--- src/rtl/fpu_pkg.sv ---
// rtl/fpu_pkg.sv - shared FPU widths and normalizer stage-1 record
package fpu_pkg;

  localparam int SIZE_MANTISSA = 28;
  localparam int SIZE_EXPONENT = 8;
  localparam int SIZE_LZC      = 5;
  localparam logic [SIZE_EXPONENT-1:0] EXP_INF = '1;

  typedef struct packed {
    logic                     sign;
    logic [SIZE_EXPONENT-1:0] exponent;
    logic [SIZE_MANTISSA:0]   mantissa_raw;
    logic                     carry;
    logic                     zero;
    logic [SIZE_LZC-1:0]      lz;
  } norm_s1_t;

endpackage

--- src/rtl/fpu_lzc.sv ---
// rtl/fpu_lzc.sv - combinational leading-zero counter
module fpu_lzc #(
  parameter int WIDTH = 28,
  parameter int LZC_W = 5
) (
  input  logic [WIDTH-1:0] data,
  output logic [LZC_W-1:0] count
);

  logic found;

  // Scan from the MSB; the first set bit fixes the count, all-zero yields WIDTH.
  always_comb begin
    count = LZC_W'(WIDTH);
    found = 1'b0;
    for (int i = WIDTH - 1; i >= 0; i--) begin
      if (!found && data[i]) begin
        found = 1'b1;
        count = LZC_W'(WIDTH - 1 - i);
      end
    end
  end

endmodule

--- src/rtl/fpu_normalize_pipe.sv ---
// rtl/fpu_normalize_pipe.sv - two-stage post-add mantissa normalizer
module fpu_normalize_pipe
  import fpu_pkg::*;
(
  input  logic                     i_clk,
  input  logic                     i_rst,
  input  logic                     i_valid,
  output logic                     o_ready,
  input  logic                     i_sign,
  input  logic [SIZE_EXPONENT-1:0] i_exponent,
  input  logic [SIZE_MANTISSA:0]   i_mantissa_raw,
  output logic                     o_valid,
  input  logic                     i_ready,
  output logic                     o_sign,
  output logic [SIZE_EXPONENT-1:0] o_exponent,
  output logic [SIZE_MANTISSA-1:0] o_mantissa,
  output logic                     o_zero,
  output logic                     o_overflow,
  output logic                     o_underflow
);

  logic                     s1_valid;
  norm_s1_t                 s1;
  logic                     s1_en;
  logic                     s2_en;
  logic [SIZE_LZC-1:0]      lz;

  logic [SIZE_EXPONENT:0]   exp_inc;
  logic [SIZE_EXPONENT-1:0] lz_ext;
  logic [SIZE_MANTISSA-1:0] shifted;
  logic [SIZE_EXPONENT-1:0] n_exponent;
  logic [SIZE_MANTISSA-1:0] n_mantissa;
  logic                     n_zero;
  logic                     n_overflow;
  logic                     n_underflow;

  // A stage may load when it is empty or its contents are leaving this cycle.
  assign s2_en   = ~o_valid | i_ready;
  assign s1_en   = ~s1_valid | s2_en;
  assign o_ready = s1_en;

  fpu_lzc #(
    .WIDTH (SIZE_MANTISSA),
    .LZC_W (SIZE_LZC)
  ) u_lzc (
    .data  (i_mantissa_raw[SIZE_MANTISSA-1:0]),
    .count (lz)
  );

  // Stage 1: capture the beat and classify it (carry, zero, leading zeros).
  always_ff @(posedge i_clk) begin
    if (i_rst) begin
      s1_valid <= 1'b0;
      s1       <= '0;
    end else if (s1_en) begin
      s1_valid <= i_valid;
      if (i_valid) begin
        s1.sign         <= i_sign;
        s1.exponent     <= i_exponent;
        s1.mantissa_raw <= i_mantissa_raw;
        s1.carry        <= i_mantissa_raw[SIZE_MANTISSA];
        s1.zero         <= (i_mantissa_raw == '0);
        s1.lz           <= lz;
      end
    end
  end

  assign exp_inc = {1'b0, s1.exponent} + (SIZE_EXPONENT+1)'(1);
  assign lz_ext  = {{(SIZE_EXPONENT-SIZE_LZC){1'b0}}, s1.lz};
  assign shifted = s1.mantissa_raw[SIZE_MANTISSA-1:0] << s1.lz;

  // Normalization decision, priority zero > carry > left shift / underflow.
  always_comb begin
    n_exponent  = '0;
    n_mantissa  = '0;
    n_zero      = 1'b0;
    n_overflow  = 1'b0;
    n_underflow = 1'b0;
    if (s1.zero) begin
      n_zero = 1'b1;
    end else if (s1.carry) begin
      if (exp_inc >= {1'b0, EXP_INF}) begin
        n_overflow = 1'b1;
        n_exponent = EXP_INF;
      end else begin
        n_exponent = exp_inc[SIZE_EXPONENT-1:0];
        // Right shift by one; the dropped LSB folds into sticky.
        n_mantissa = s1.mantissa_raw[SIZE_MANTISSA:1]
                   | {{(SIZE_MANTISSA-1){1'b0}}, s1.mantissa_raw[0]};
      end
    end else if (lz_ext < s1.exponent) begin
      n_mantissa = shifted;
      n_exponent = s1.exponent - lz_ext;
    end else begin
      n_underflow = 1'b1;
    end
  end

  // Stage 2: registered outputs, held while the rounding stage stalls.
  always_ff @(posedge i_clk) begin
    if (i_rst) begin
      o_valid     <= 1'b0;
      o_sign      <= 1'b0;
      o_exponent  <= '0;
      o_mantissa  <= '0;
      o_zero      <= 1'b0;
      o_overflow  <= 1'b0;
      o_underflow <= 1'b0;
    end else if (s2_en) begin
      o_valid <= s1_valid;
      if (s1_valid) begin
        o_sign      <= s1.sign;
        o_exponent  <= n_exponent;
        o_mantissa  <= n_mantissa;
        o_zero      <= n_zero;
        o_overflow  <= n_overflow;
        o_underflow <= n_underflow;
      end
    end
  end

endmodule
--- config.mk ---
export PLATFORM = sky130hd
export DESIGN_NAME = fpu_normalize_pipe
export DESIGN_NICKNAME = d
export VERILOG_FILES = /design/src/rtl/fpu_pkg.sv /design/src/rtl/fpu_lzc.sv /design/src/rtl/fpu_normalize_pipe.sv
export SDC_FILE = /design/constraint.sdc
export NUM_CORES = 1
export LEC_CHECK = 0
export CAP_MARGIN = 20
export CORE_ASPECT_RATIO = 0.6
export CORE_MARGIN = 3
export CORE_UTILIZATION = 55
export DETAILED_ROUTE_END_ITERATION = 10
export PLACE_DENSITY = 0.81
export SLEW_MARGIN = 10
export SYNTH_ARGS = -nofsm -noshare
export SYNTH_HDL_FRONTEND = slang
export SYNTH_SLANG_ARGS = --single-unit
export TNS_END_PERCENT = 5
--- constraint.sdc ---
create_clock -name i_clk -period 3.4 [get_ports i_clk]
set_clock_uncertainty 0.2 [all_clocks]
set_input_delay 0.68 -clock i_clk [delete_from_list [all_inputs] [get_ports i_clk]]
set_output_delay 0.68 -clock i_clk [all_outputs]
set_load 0.005 [all_outputs]
==> results.json <==
{
  "status": "finished, final reports clean",
  "synth_edf_count": 0,
  "final_nets": 808,
  "gp_congestion": 1.01,
  "ys.flop_type": "dfxtp_1",
  "core_um2": 9950,
  "start_kind": "input pin",
  "clkTransAtPathRegs_ns": 0.06,
  "yosysSeqAreaShare_pct": 30.3,
  "crit_end": "o_ready",
  "ios": 84,
  "wire_per_inst_um": 20.9,
  "final_cell_mix": "131 x nand2_1, 85 x dfxtp_1, 82 x clkdlybuf4s50_1",
  "rrSetupSlack_ns": 0.59,
  "grt_pass1_wl_mm": 29.3,
  "grt_pass1_vias": 5207,
  "hpwl_mm": 14.3,
  "vias": 5854,
  "wirelength_mm": 18.8,
  "setup_tns_ns": 0,
  "synth_area_um2": 5690,
  "grtUsageTotal_pct": 32.7,
  "max_freq_ghz": 0.338,
  "required_ns": 2.52,
  "r2r_end": "o_mantissa[23]$_SDFFE_PP0P_",
  "crit_start": "i_ready",
  "n_antenna_cell": 0,
  "detail_route.iter0.violations": 920,
  "netlist_instances": 692,
  "avgSynthCellArea_um2": 8.22,
  "maxCapViolCount": 0,
  "ys_ff_latch": 86,
  "tightest_slew_ns": 0.768,
  "endpoint_kind": "primary output",
  "fillers": 797,
  "synth.distinct_cells": 80,
  "finalNonFillerCells": 898,
  "numCtsBuffers": 9,
  "async_flop_share_pct": 0,
  "synth_largest_area_cell": "dfxtp_1",
  "seq_area_um2": 1720,
  "syn2layout_area_growth_pct": 21.8,
  "drt.antenna.violating_nets": 0,
  "antenna_found_initial": 0,
  "fin_crit_sh_pct": 87.0,
  "cts_root_buffer": "clkbuf_16",
  "hp-class": "reg -> reg",
  "drtPass1Iterations": 8,
  "multiInputGateArea_um2": 3640,
  "start_util_pct": 57.2,
  "die_w_um": 137,
  "power_density_nw_per_um2": 414,
  "final.min_clock_period_ns": 2.96,
  "routed_via_density": 6.52,
  "num_rows": 28,
  "drc": 0,
  "setup_ws_ns": 0.443,
  "synth_top_cell_area_share_pct": 30.3,
  "post_cts_resized": 0,
  "hold_viol_final": 0,
  "place_area_um2": 6610,
  "ff2ff_path_depth": 11,
  "drv_slew": 0,
  "cts_tree": "done",
  "grt-ovfl-total": 0,
  "synth_nets": 742,
  "grt_max_degree": 43,
  "path_class": "in -> out",
  "cts_sinks": 86,
  "drive_gt1_share_pct": 11.1,
  "leakagePower_nw": 2.50,
  "setup_viol": 0,
  "die_area_um2": 11600,
  "synth_warnings": 0,
  "rsz0062_at_grt": "false",
  "max-vdd-ir-drop_uv": 317,
  "final_cell_area_um2": 6930,
  "min_path_cells": 2,
  "postCtsSetupRepairBufs": 0,
  "dieHeight_um": 84.8,
  "r2r_start": "s1[36]$_SDFFE_PP0P_",
  "cp.arrival_ns": 2.08,
  "clockBufferDepth": 2,
  "cts_hold_buf": 0,
  "synthTopCellsByArea": "dfxtp_1 30%, nand2_1 8.6%, mux4_2 7.9%",
  "io_buffer_count": 83,
  "insertion_delay_ns": 0.34,
  "dpl.cell_count": 882,
  "final_util_pct": 69.7,
  "place_ws_ns": 0.273,
  "path_max_fanout": 5,
  "htree_num_levels": 3,
  "final_common_cell": "nand2_1",
  "relSlewSlack_pct": 48.8
}
## worst min path at each step
stage / startpoint / to / slack, ns
after floorplan: s1[44]$_SDFFE_PP0P_ / s1[44]$_SDFFE_PP0P_ / 0.24
after global placement: o_exponent[3]$_SDFFE_PP0P_ / o_exponent[3]$_SDFFE_PP0P_ / 0.23
after detailed placement: o_exponent[3]$_SDFFE_PP0P_ / o_exponent[3]$_SDFFE_PP0P_ / 0.23
after CTS: o_exponent[3]$_SDFFE_PP0P_ / o_exponent[3]$_SDFFE_PP0P_ / 0.24
after global routing: o_exponent[3]$_SDFFE_PP0P_ / o_exponent[3]$_SDFFE_PP0P_ / 0.26
final: o_exponent[3]$_SDFFE_PP0P_ / o_exponent[3]$_SDFFE_PP0P_ / 0.24
## final cells by class
class                   count  area share [%]
well taps                 135            2.44
multi-input cells         536            52.5
flip-flops and latches     86            24.9
inverters                  17           0.921
clock buffers               9            3.25
clock inverters             7            1.44
repair buffers            108            14.6
## critical path: stages
cell             delay, ns
clkdlybuf4s50_1       0.40
nor2b_1               0.36
nand2_1               0.16
clkdlybuf4s50_1       0.48
## state kept, by name, indices dropped and copies added, names as in the netlist
name	flops
s1	39
o_mantissa	28
o_exponent	8
lz_ext	5
o_overflow	1
o_sign	1
o_underflow	1
o_valid	1
o_zero	1
s1_valid	1
## layer usage
layer | GRT usage [%] | wire length [um] | vias to the layer above
met1 | 52.0 | 8540 | 2695
met4 | 6.88 | 328 | 0
li1 | - | - | 2686
met2 | 41.5 | 7060 | 435
met5 | 0 | 0 | -
met3 | 11.7 | 2870 | 38
## report_power, final
group	leakage (nW)	total, mW	internal (mW)	switching, mW
Clock	0.161	1.09	0.653	0.434
Combinational	1.64	0.654	0.291	0.363
Sequential	0.703	1.13	1.06	0.0705
## synthesized netlist by cell type, types with 8 or more instances
library cell and instances:
a211oi_1 11, a21oi_1 65, a22oi_1 13, buf_2 17
clkbuf_1 25, dfxtp_1 86, inv_1 16, mux2_1 8
mux2i_1 29, mux4_2 20, nand2_1 131, nand3_1 17
nor2_1 49, nor3_1 15, o21ai_0 11, o21ai_1 19
## stage by stage
step / power [mW] / hold slack, ns
final: 2.87 / 0.242
after global routing: 2.98 / 0.263
after CTS: 2.86 / 0.244
after detailed placement: 1.78 / 0.234
after global placement: 1.77 / 0.231
after floorplan: 1.52 / 0.236
## logic make-up (layout without fill, tap and decap cells)
family / after synthesis / count (layout) / share of synthesized area (%)
simple gates: 260 / 260 / 21.7
mux: 62 / 62 / 15.6
fa+ha+maj: 8 / 8 / 1.89
flops: 86 / 86 / 30.3
buf+inv: 70 / 141 / 5.87
compound gates: 199 / 199 / 23.7
xor+xnor: 7 / 7 / 1.08
Power figures use the tool's default switching activity.
